### src/rtl/multicycle_sequencer_if.sv
// Purpose: groups the sequencer's control inputs, memory handshakes, strobes and status.
// Latency: none, wiring only.
// Backpressure: req/ack pairs; a request holds until its ack, and acks without a request are ignored.
interface multicycle_sequencer_if #(
  parameter int PERF_CNT_W = 32
);
  logic                  run;
  logic [31:0]           instr;
  logic                  RegWr;
  logic                  MemtoReg;
  logic                  MemWr;
  logic                  imem_req;
  logic                  imem_ack;
  logic                  ir_we;
  logic                  dmem_req;
  logic                  dmem_we;
  logic                  dmem_ack;
  logic                  rf_we;
  logic                  pc_we;
  logic                  halt;
  logic                  fault;
  logic [2:0]            state;
  logic [PERF_CNT_W-1:0] instret;

  // Sequencer side
  modport master (
    input  run, instr, RegWr, MemtoReg, MemWr, imem_ack, dmem_ack,
    output imem_req, ir_we, dmem_req, dmem_we, rf_we, pc_we, halt, fault, state, instret
  );

  // Datapath / memory side
  modport slave (
    output run, instr, RegWr, MemtoReg, MemWr, imem_ack, dmem_ack,
    input  imem_req, ir_we, dmem_req, dmem_we, rf_we, pc_we, halt, fault, state, instret
  );
endinterface

### src/rtl/multicycle_sequencer.sv
// Purpose: multi-cycle RV32I control FSM (fetch/decode/exec/mem/wb) with a memory-wait watchdog and instret counter.
// Latency: with zero-wait memory, ALU and store take 4 cycles and load takes 5; each memory wait cycle adds 1.
// Backpressure: imem_req and dmem_req stay high until their ack; MEM_WAIT_MAX unacked cycles send the FSM to FAULT.
module multicycle_sequencer #(
  parameter int MEM_WAIT_MAX = 16,
  parameter int PERF_CNT_W   = 32
) (
  input  logic                  clk,
  input  logic                  rst_n,
  multicycle_sequencer_if.master bus
);

  typedef enum logic [2:0] {
    S_IDLE   = 3'd0,
    S_FETCH  = 3'd1,
    S_DECODE = 3'd2,
    S_EXEC   = 3'd3,
    S_MEM    = 3'd4,
    S_WB     = 3'd5,
    S_HALT   = 3'd6,
    S_FAULT  = 3'd7
  } state_t;

  localparam int                WAIT_W    = $clog2(MEM_WAIT_MAX + 1);
  localparam logic [WAIT_W-1:0] WAIT_LAST = WAIT_W'(MEM_WAIT_MAX - 1);
  localparam logic [31:0]       EBREAK    = 32'h0010_0073;

  state_t                state_q, state_d;
  logic [WAIT_W-1:0]     wait_cnt_q, wait_cnt_d;
  logic [PERF_CNT_W-1:0] instret_q;
  logic                  retire;

  logic imem_req, ir_we, dmem_req, dmem_we, rf_we, pc_we, halt, fault;

  // State, watchdog counter and retired-instruction counter registers
  always_ff @(posedge clk or negedge rst_n) begin
    if (!rst_n) begin
      state_q    <= S_IDLE;
      wait_cnt_q <= '0;
      instret_q  <= '0;
    end else begin
      state_q    <= state_d;
      wait_cnt_q <= wait_cnt_d;
      if (retire) begin
        instret_q <= instret_q + PERF_CNT_W'(1);
      end
    end
  end

  // Next-state, watchdog and strobe decode; outputs depend only on the current state and inputs
  always_comb begin
    state_d    = state_q;
    wait_cnt_d = wait_cnt_q;
    retire     = 1'b0;
    imem_req   = 1'b0;
    ir_we      = 1'b0;
    dmem_req   = 1'b0;
    dmem_we    = 1'b0;
    rf_we      = 1'b0;
    pc_we      = 1'b0;
    halt       = 1'b0;
    fault      = 1'b0;

    unique case (state_q)
      S_IDLE: begin
        if (bus.run) begin
          state_d    = S_FETCH;
          wait_cnt_d = '0;
        end
      end

      S_FETCH: begin
        imem_req = 1'b1;
        if (bus.imem_ack) begin
          // IR captures the fetched word in the same cycle as the ack
          ir_we   = 1'b1;
          state_d = S_DECODE;
        end else if (wait_cnt_q == WAIT_LAST) begin
          state_d = S_FAULT;
        end else begin
          wait_cnt_d = wait_cnt_q + WAIT_W'(1);
        end
      end

      S_DECODE: begin
        state_d = (bus.instr == EBREAK) ? S_HALT : S_EXEC;
      end

      S_EXEC: begin
        if (bus.MemtoReg || bus.MemWr) begin
          state_d    = S_MEM;
          wait_cnt_d = '0;
        end else begin
          state_d = S_WB;
        end
      end

      S_MEM: begin
        dmem_req = 1'b1;
        dmem_we  = bus.MemWr;
        if (bus.dmem_ack) begin
          if (bus.MemWr) begin
            // A store has nothing to write back, so it retires on its ack
            pc_we      = 1'b1;
            retire     = 1'b1;
            state_d    = bus.run ? S_FETCH : S_IDLE;
            wait_cnt_d = '0;
          end else begin
            state_d = S_WB;
          end
        end else if (wait_cnt_q == WAIT_LAST) begin
          state_d = S_FAULT;
        end else begin
          wait_cnt_d = wait_cnt_q + WAIT_W'(1);
        end
      end

      S_WB: begin
        rf_we      = bus.RegWr;
        pc_we      = 1'b1;
        retire     = 1'b1;
        state_d    = bus.run ? S_FETCH : S_IDLE;
        wait_cnt_d = '0;
      end

      S_HALT: begin
        halt = 1'b1;
        if (!bus.run) begin
          state_d = S_IDLE;
        end
      end

      S_FAULT: begin
        // Terminal until reset: a stuck memory must not be retried silently
        fault = 1'b1;
      end

      default: begin
        state_d = S_FAULT;
      end
    endcase
  end

  assign bus.imem_req = imem_req;
  assign bus.ir_we    = ir_we;
  assign bus.dmem_req = dmem_req;
  assign bus.dmem_we  = dmem_we;
  assign bus.rf_we    = rf_we;
  assign bus.pc_we    = pc_we;
  assign bus.halt     = halt;
  assign bus.fault    = fault;
  assign bus.state    = state_q;
  assign bus.instret  = instret_q;

endmodule

### src/flat_wrapper.sv
// flat-port wrapper written by rule: the top's interface ports become plain ports
module multicycle_sequencer_flat 
#(
  parameter int MEM_WAIT_MAX = 16,
  parameter int PERF_CNT_W   = 32
)
  (clk, rst_n, bus_run, bus_instr, bus_RegWr, bus_MemtoReg, bus_MemWr, bus_imem_ack, bus_dmem_ack, bus_imem_req, bus_ir_we, bus_dmem_req, bus_dmem_we, bus_rf_we, bus_pc_we, bus_halt, bus_fault, bus_state, bus_instret);
  multicycle_sequencer_if #(.PERF_CNT_W(PERF_CNT_W)) bus_i ();
  input  logic clk;
  input  logic rst_n;
  input wire logic [$bits(bus_i.run)-1:0] bus_run;
  input wire logic [$bits(bus_i.instr)-1:0] bus_instr;
  input wire logic [$bits(bus_i.RegWr)-1:0] bus_RegWr;
  input wire logic [$bits(bus_i.MemtoReg)-1:0] bus_MemtoReg;
  input wire logic [$bits(bus_i.MemWr)-1:0] bus_MemWr;
  input wire logic [$bits(bus_i.imem_ack)-1:0] bus_imem_ack;
  input wire logic [$bits(bus_i.dmem_ack)-1:0] bus_dmem_ack;
  output wire logic [$bits(bus_i.imem_req)-1:0] bus_imem_req;
  output wire logic [$bits(bus_i.ir_we)-1:0] bus_ir_we;
  output wire logic [$bits(bus_i.dmem_req)-1:0] bus_dmem_req;
  output wire logic [$bits(bus_i.dmem_we)-1:0] bus_dmem_we;
  output wire logic [$bits(bus_i.rf_we)-1:0] bus_rf_we;
  output wire logic [$bits(bus_i.pc_we)-1:0] bus_pc_we;
  output wire logic [$bits(bus_i.halt)-1:0] bus_halt;
  output wire logic [$bits(bus_i.fault)-1:0] bus_fault;
  output wire logic [$bits(bus_i.state)-1:0] bus_state;
  output wire logic [$bits(bus_i.instret)-1:0] bus_instret;
  assign bus_i.run = bus_run;
  assign bus_i.instr = bus_instr;
  assign bus_i.RegWr = bus_RegWr;
  assign bus_i.MemtoReg = bus_MemtoReg;
  assign bus_i.MemWr = bus_MemWr;
  assign bus_i.imem_ack = bus_imem_ack;
  assign bus_i.dmem_ack = bus_dmem_ack;
  assign bus_imem_req = bus_i.imem_req;
  assign bus_ir_we = bus_i.ir_we;
  assign bus_dmem_req = bus_i.dmem_req;
  assign bus_dmem_we = bus_i.dmem_we;
  assign bus_rf_we = bus_i.rf_we;
  assign bus_pc_we = bus_i.pc_we;
  assign bus_halt = bus_i.halt;
  assign bus_fault = bus_i.fault;
  assign bus_state = bus_i.state;
  assign bus_instret = bus_i.instret;
  multicycle_sequencer #(.MEM_WAIT_MAX(MEM_WAIT_MAX), .PERF_CNT_W(PERF_CNT_W)) u_core (.clk(clk), .rst_n(rst_n), .bus(bus_i));
endmodule
### config.mk
export PLATFORM = sky130hd
export DESIGN_NAME = multicycle_sequencer_flat
export DESIGN_NICKNAME = d
export VERILOG_FILES = /design/src/rtl/multicycle_sequencer_if.sv /design/src/rtl/multicycle_sequencer.sv /design/src/flat_wrapper.sv
export SDC_FILE = /design/constraint.sdc
export NUM_CORES = 1
export LEC_CHECK = 0
export BUFFER_PORTS_ARGS = -buffer_cell sky130_fd_sc_hd__buf_2
export CORE_MARGIN = 5
export CORE_UTILIZATION = 40
export DETAILED_ROUTE_END_ITERATION = 10
export PLACE_DENSITY = 0.73
export RECOVER_POWER = 100
export SLEW_MARGIN = 20
export SYNTH_ARGS = -nofsm -noshare
export SYNTH_HDL_FRONTEND = slang
export SYNTH_SLANG_ARGS = --single-unit
export TNS_END_PERCENT = 30
### constraint.sdc
create_clock -name clk -period 1.6 [get_ports clk]
set_input_delay 0.4 -clock clk [delete_from_list [all_inputs] [get_ports clk]]
set_output_delay 0.4 -clock clk [all_outputs]
set_load 0.1 [all_outputs]
After elaboration in Yosys (flattened, before gate mapping)
Index checks and enable logic that the tools add are counted.
{"block": "classes", "reduce_logical": 6, "eq_ne": 14, "n_addsub": 2, "mux": 28}
{"operator": "32-bit by 1-bit adder with 32-bit output, second input constant", "n": 1}
{"operator": "32-bit by 21-bit == test with 1-bit output, second input constant", "n": 1}
{"operator": "5-bit 2-to-1 mux", "n": 6}
{"operator": "5-bit case mux with 5 select lines", "n": 1}
{"operator": "3-bit 2-to-1 mux", "n": 7}
{"operator": "3-bit case mux with 7 select lines", "n": 1}
{"operator": "3-bit == test, second input constant", "n": 4}
{"operator": "1-bit 2-to-1 mux", "n": 12}
{"operator": "7-bit nonzero test", "n": 1}
{"operator": "3-bit by 2-bit == test with 1-bit output, second input constant", "n": 2}
{"operator": "2-bit != test, second input constant", "n": 3}
{"operator": "5-bit by 1-bit adder with 5-bit output, second input constant", "n": 1}
{"operator": "5-bit by 4-bit == test with 1-bit output, second input constant", "n": 1}
{"operator": "5-bit AND reduction", "n": 1}
{"operator": "5-bit nonzero test", "n": 1}
{"operator": "3-bit by 1-bit == test with 1-bit output, second input constant", "n": 1}
{"operator": "3-bit logical NOT", "n": 1}
{"operator": "3-bit != test, second input constant", "n": 1}
{"operator": "3-bit AND reduction", "n": 1}
{"operator": "2-bit by 1-bit != test with 1-bit output, second input constant", "n": 1}
{"operator": "1-bit case mux with 2 select lines", "n": 1}
{"operator": "1-bit logical OR", "n": 1}
{"block": "totals", "ff_bits": 40}

Depth between registers and ports, before layout
Gate-level depths: netlist (run 1).
{"block": "logic_depth", "depth_word": 4, "ltp_mapped": 7, "depth_no_buf": 6}

Least setup slack after synthesis (run 1)
Ideal clock, no wire load.
{"block": "synth_path", "path_type": "flip-flop to flip-flop", "startpoint": "reg u_core.state_q[2] (netlist: u_core.bus.state[2])", "endpoint": "reg u_core.wait_cnt_q[3]", "path_stages_with_launch": 7, "t_required_ns": 1.458, "synth_period_minus_slack_ns": 4.282, "n_path_buf": 1, "arrival_time_ns": 4.140, "slack_ns": -2.682, "path_cell_list": "dfrtp_1 -> buf_6 -> nand2b_1 -> nor3b_1 -> a221oi_2 -> a41oi_1 -> a21oi_1"}
{"block": "synth_between", "elab_chain_len": 3}
{"item": "start, declared", "line": "multicycle_sequencer.sv:28", "text": "state_t state_q, state_d;"}
{"item": "start signal, assigned", "line": "multicycle_sequencer.sv:42", "text": "state_q <= state_d;"}
{"item": "3-bit == test (tied with other cells)", "line": "multicycle_sequencer.sv:64", "text": "unique case (state_q)"}
{"item": "3-bit != test (no line) (tied with other cells)"}
{"item": "5-bit AND reduction (no line)"}
{"item": "end signal, assigned", "line": "multicycle_sequencer.sv:43", "text": "wait_cnt_q <= wait_cnt_d;"}
{"item": "end, declared", "line": "multicycle_sequencer.sv:29", "text": "logic [WAIT_W-1:0] wait_cnt_q, wait_cnt_d;"}
Several ways; a longest one is shown, not always the timed one.
A chain may end at the register's enable or synchronous reset.

Worst setup path in the final report (run 1)
{"block": "layout_path", "startpoint": "reg u_core.state_q[1] (netlist: u_core.bus.state[1])", "endpoint": "out bus_rf_we"}
{"block": "layout_between", "elab_chain_len": 2}
{"item": "3-bit == test", "line": "multicycle_sequencer.sv:64"}
{"item": "1-bit 2-to-1 mux", "line": "multicycle_sequencer.sv:64"}
{"item": "end, declared", "line": "flat_wrapper.sv:22", "text": "output wire logic [$bits(bus_i.rf_we)-1:0] bus_rf_we;"}
Every way passes these cells.

==> results of run 1 <==
## through the flow
stage          cell area (µm²)  hold slack [ns]  util, %  setup WS [ns]
6_report                  3580            0.247     69.2         -0.251
5_1_grt                   3580            0.341     69.2         -0.304
4_1_cts                   3490           0.0528     67.5         -0.252
3_5_place_dp              3280            0.371     63.4         -0.142
3_3_place_gp              3280            0.368     63.4        -0.0791
2_1_floorplan             2260            0.104        -         -0.757
## sequential cells by signal (all words and copies together) (netlist names)
name and cells:
u_core.bus.instret 32, u_core.wait_cnt_q 5, u_core.bus.state 3
## kinds of logic (layout without fill, tap and decap cells)
logic type	count (synthesis)	count (layout)
buf+inv	12	143
xor+xnor	31	31
simple gates	109	109
mux	2	2
fa+ha+maj	2	2
flops	40	40
compound gates	27	27
## where the power goes
part	internal, mW	leakage [nW]	switching, mW
logic	1.25	1.11	1.96
registers	1.15	0.529	0.143
clock network	0.344	0.0510	0.353
## layout make-up
type                    count  share of cell area [%]
well taps                  70                    2.45
repair buffers            129                    29.1
inverters                   6                   0.630
flip-flops and latches     40                    28.4
clock inverters             2                   0.280
clock buffers               6                    2.31
multi-input cells         171                    36.9
## cells in the mapped netlist, drive strengths merged
cell type / number / area, µm²
dfrtp: 40 / 1000
xnor2: 22 / 193
nand2: 21 / 78.8
nand3: 20 / 100
nor2: 18 / 67.6
nand4: 11 / 68.8
a21oi: 9 / 48.8
nor4: 9 / 77.6
xor2: 9 / 78.8
and3: 8 / 51.3
inv: 6 / 22.5
o21ai: 6 / 30.0
nor3: 5 / 25.0
buf: 4 / 35.0
nand2b: 3 / 21.3
or3: 3 / 18.8
a21boi: 2 / 15.0
a41oi: 2 / 17.5
and2b: 2 / 15.0
clkbuf: 2 / 7.51
ha: 2 / 25.0
o22ai: 2 / 12.5
a211oi: 1 / 7.51
a21o: 1 / 8.76
a221oi: 1 / 15.0
a32oi: 1 / 8.76
and2: 1 / 7.51
and4: 1 / 8.76
and4b: 1 / 10.0
mux2: 1 / 11.3
mux2i: 1 / 10.0
nand3b: 1 / 7.51
nor2b: 1 / 6.26
nor3b: 1 / 7.51
nor4b: 1 / 8.76
nor4bb: 1 / 10.0
o211ai: 1 / 7.51
o221ai: 1 / 8.76
or2: 1 / 6.26
## critical path: cells and delay by family (launching register included)
| family | cells | cell delay, ns |
|---|---|---|
| DFF | 1 | 0.50 |
| and+or+nand+nor | 2 | 0.48 |
| buffers and inverters | 1 | 0.17 |
## routing by layer
layer	vias up	GRT usage, %	share of wire, %
li1	1066	-	-
met1	1078	21.5	40
met2	86	34.0	52
met3	7	4.64	6.8
met4	0	5.85	1.6
met5	-	0	0
## worst min-delay path by stage
stage,depth (start not counted),endpoint
finish,1,u_core.bus.instret[0]
global route,1,u_core.bus.instret[12]
CTS,1,u_core.bus.instret[6]
detailed placement,1,u_core.bus.instret[14]
global placement,1,u_core.bus.instret[14]
floorplan,0,u_core.bus.instret[0]
## repair_timing
| action | CTS | global route |
|---|---|---|
| gates resized for setup | 19 | 38 |
| pin swaps | 7 | 18 |
| hold endpoints to repair | 0 | 0 |
| endpoints found under the setup margin | 34 | 50 |
| setup buffers | 8 | 3 |
==> results.toml, run 1 <==
[die]
io_pins = 83
core_area_um2 = 5170
die_w_um = 83.5
start_util_pct = 41.8
die-area_um2 = 6970
fp-row-count = 26
dieHeight_um = 83.5

[grt]
overflow = 0
antenna_found_initial = 0
grt_pass1_wl_um = 10800
first_global_vias = 2338
grt_max_degree = 23
grt_use_total_pct = 18.7

[critical_path]
reg2reg_to = "u_core.bus.instret[16]"
crit_fanout = 4
arrival_ns = 1.45
r2r_start = "u_core.bus.state[1]"
r2r_cells = 7
critical_path.endpoint_type = "output port"
cp-start-kind = "register"
slowest_stage = "dfrtp_4"
critPathRequiredTime_ns = 1.20
path_cells = "and2b_2, and3_4, buf_12"
endpoint = "bus_rf_we"
r2r_slack_ns = -0.22
startpoint = "u_core.bus.state[1]"
path_class = "register to output port"
crit_path_max_incr_delay_ns = 0.50

[detailed_routing]
antenna_left = 0
drtIter0Drc = 95
vias_per_cell = 5.28
drc_errors = 0
wl_per_cell_um = 15.4
vias = 2237
routed_wl_um = 6530
dr.pass1.iters = 5

[cells_and_area]
layout.nets = 395
nFillCells = 403
diodes = 0
mostFrequentLayoutCells = "buf_2 (48), buf_4 (38), dfrtp_1 (35)"
final_cell_count_no_fill = 424
multi_input_area_um2 = 1320
drive_above_1_share_pct = 50.6
seq_area_um2 = 1010
syn2layout_area_growth_pct = 65.5
final_common_cell = "buf_2"

[synth]
synth_top_family_by_area = "simple AND/OR/NAND/NOR gates"
ys_seq_elements = 40
synthMuxAreaShare_pct = 0.984
syn_area_per_cell_um2 = 9.69
ys_seq_area_share_pct = 46.3
synth_area_um2 = 2160
syn-num-nets = 265
ys_warn_count = 0
synthXorXnorAreaFrac_pct = 12.6
synth_compound_area_share_pct = 8.34
synth_adder_area_share_pct = 1.16
synth_cell_type_count = 46
synthCells = 223
yosys.area_share.simple_pct = 27.6

[min_path]
hp-class = "input port to async pin"

[power_and_ir_drop]
p_leak_nw = 1.69
p_per_area_nw_per_um2 = 1460
max-vdd-ir-drop_v = 0.00130
p_total_mw = 5.21

[sta]
setup_viol = 36
drv_slew = 0
worst_slack_ns = -0.251
hold_viol_final = 0
fin_crit_sh_pct = 116
finalSetupTns_ns = -4.54
finalCriticalPeriod_ns = 1.85
relSlewSlack_pct = 33.1
rsz0062_at_grt = "yes"
max_slew.worst_pin.slew_ns = 1.00
finClkSkew_ns = 0.0117
fmax_mhz = 540

[clocking]
cts_tree = "yes"
cts_hold_buf = 0
cts_sinks = 40
clk_pin_slew_worst_paths_ns = 0.08
root_buffer = "clkbuf_8"
cts_buffers = 5
clk_path_buf_depth = 2
cts_max_level = 2
clk-insertion-delay-late_ns = 0.30

[status]
violations = "negative setup slack"
run_status = "finished with violations"

[place]
gp_congestion = 0.830
dpl.cell_count = 405
place_hpwl_um = 4870
port_buffers = 82

[flow_run]
max_cap_viol_count = 0
Note: power is estimated with default switching activity, not from simulation.
==> inputs of run 2 (changes only) <==
clock period = 1.7 ns   (was 1.6 ns; I/O delays follow)
==> run 2 against run 1 <==
Combinational power down 18%; clock-buffer cell count unchanged; sequential power about the same; non-clock buffer count fell by 19; critical path depth unchanged; clock power grew 7.3%; register-to-register slack improved by 0.15 ns; the run still ends with negative setup slack left; sequential share of layout area increased by 2.9 points; global-route usage fell by 1.9 points; first-iteration DRC count shrank 29%; sequential cell count stayed put.
==> results.toml, run 2 (same netlist as run 1, synthesis figures left out) <==
[die]
core_area_um2 = 5170
dieHeight_um = 83.5
die-area_um2 = 6970
start_util_pct = 41.8
die_w_um = 83.5
fp-row-count = 26
io_pins = 83

[sta]
drv_slew = 0
finalCriticalPeriod_ns = 1.85
hold_viol_final = 0
finalSetupTns_ns = -1.02
setup_viol = 16
whs_ns = 0.371
rsz0062_at_grt = "yes"
relSlewSlack_pct = 34.8
finClkSkew_ns = 0.00823
max_slew.worst_pin.slew_ns = 0.978
fin_crit_sh_pct = 109
worst_slack_ns = -0.149
fmax_mhz = 541

[status]
run_status = "finished with violations"
violations = "negative setup slack"

[critical_path]
path_class = "register to output port"
crit_path_max_incr_delay_ns = 0.52
critical_path.endpoint_type = "output port"
cp-start-kind = "register"
path_cells = "nand2b_4, nor3b_4, buf_12"
slowest_stage = "dfrtp_4"
critPathRequiredTime_ns = 1.27
crit_fanout = 7
arrival_ns = 1.42
r2r_cells = 7

[cells_and_area]
syn2layout_area_growth_pct = 50.6
design_area_um2 = 3250
diodes = 0
largest_reg_flops = 32
layout.nets = 376
final_common_cell = "buf_2"
final_cell_count_no_fill = 405
drive_above_1_share_pct = 44.5
mostFrequentLayoutCells = "buf_2 (47), dfrtp_1 (34), clkbuf_2 (26)"

[detailed_routing]
wl_per_cell_um = 14.2
drtIter0Drc = 67
antenna_left = 0
vias_per_cell = 5.29
routed_wl_um = 5760
drc_errors = 0
dr.pass1.iters = 4
vias = 2142

[place]
port_buffers = 82
place_hpwl_um = 4360
dpl_cell_area_um2 = 3040
dpl.cell_count = 389
gp_congestion = 0.831

[clocking]
clk_pin_slew_worst_paths_ns = 0.08
cts_tree = "yes"
cts_buffers = 5
cts_sinks = 40
clk-insertion-delay-late_ns = 0.28
clk_path_buf_depth = 2
root_buffer = "clkbuf_8"
cts_max_level = 2
cts_hold_buf = 0

[power_and_ir_drop]
p_int_mw = 2.46
p_per_area_nw_per_um2 = 1430
p_total_mw = 4.67
p_leak_nw = 1.54
p_seq_share_pct = 27.2
max-vdd-ir-drop_v = 0.000921
comb_power_share_pct = 56.7
p_sw_share_pct = 47.3
clockPowerShare_pct = 16.0
switchingPower_mw = 2.21

[grt]
overflow = 0
first_global_vias = 2149
grt_max_degree = 41
grt_use_total_pct = 16.8
antenna_found_initial = 0
grt_pass1_wl_um = 9880

[min_path]
hp-class = "input port to async pin"

[flow_run]
max_cap_viol_count = 0
-- run 2: changes by cell type in the layout (fill, tap and decap cells not counted), moves of 3 or more --
cell	delta
clkbuf_4	-9
nor2_4	-4
clkbuf_2	+23
buf_4	-23
buf_12	-3
buf_6	-5
nor2_1	+3
-- run 2: power by group through the flow --
stage | registers (mW) | logic, mW | clock network [mW]
finish | 1.27 | 2.65 | 0.748
global route | 1.29 | 2.78 | 0.815
CTS | 1.26 | 2.65 | 0.769
detailed placement | 1.30 | 2.50 | 0
global placement | 1.29 | 2.48 | 0
floorplan | 1.84 | 1.20 | 0
-- run 2: critical path: cells and delay by family (launching register included) --
| kind | cells | cell delay (ns) |
|---|---|---|
| DFF | 1 | 0.52 |
| and+or+nand+nor | 2 | 0.42 |
| buffers and inverters | 1 | 0.21 |
-- run 2: cell type report --
cell class | count | area [µm²]
fill | 440 | 1920
multi-input combinational | 171 | 1230
sequential | 40 | 1020
timing repair buffer | 110 | 790
tap | 70 | 87.6
clock buffer | 6 | 72.6
clock inverter | 2 | 35.0
inverter | 6 | 22.5
-- run 2: timing repair --
| item | CTS | global route |
|---|---|---|
| setup endpoints to repair | 14 | 27 |
| hold endpoints to repair | 0 | 0 |
| pin swaps | 6 | 9 |
| setup buffers | 6 | 2 |
| resized for setup | 11 | 14 |
-- run 2: final timing paths --
path	start	to	slack [ns]
setup / recovery	u_core.bus.state[2]	bus_ir_we	-0.15
hold / removal	rst_n	u_core.bus.instret[14]	0.37
setup reg to reg	u_core.bus.state[1]	u_core.bus.instret[16]	-0.07
hold reg to reg	u_core.bus.instret[31]	u_core.bus.instret[31]	0.48
max in group asynchronous	rst_n	u_core.bus.state[1]	0.61
min in group clk	u_core.bus.instret[31]	u_core.bus.instret[31]	0.48
-- run 2: through the flow --
step	setup WS (ns)	util [%]
6_report	-0.149	62.9
3_5_place_dp	-0.0379	58.7
2_1_floorplan	-0.657	-
5_1_grt	-0.189	62.9
3_3_place_gp	0.00152	58.7
4_1_cts	-0.183	62.3
-- run 2: routing by layer --
metal  track usage [%]  part of all wire (%)  routed length (µm)
met2              29.0                    50                2880
met3              3.95                   8.3                 479
met5                 0                     0                   0
met4              5.56                   1.2                  70
met1              20.6                    40                2330
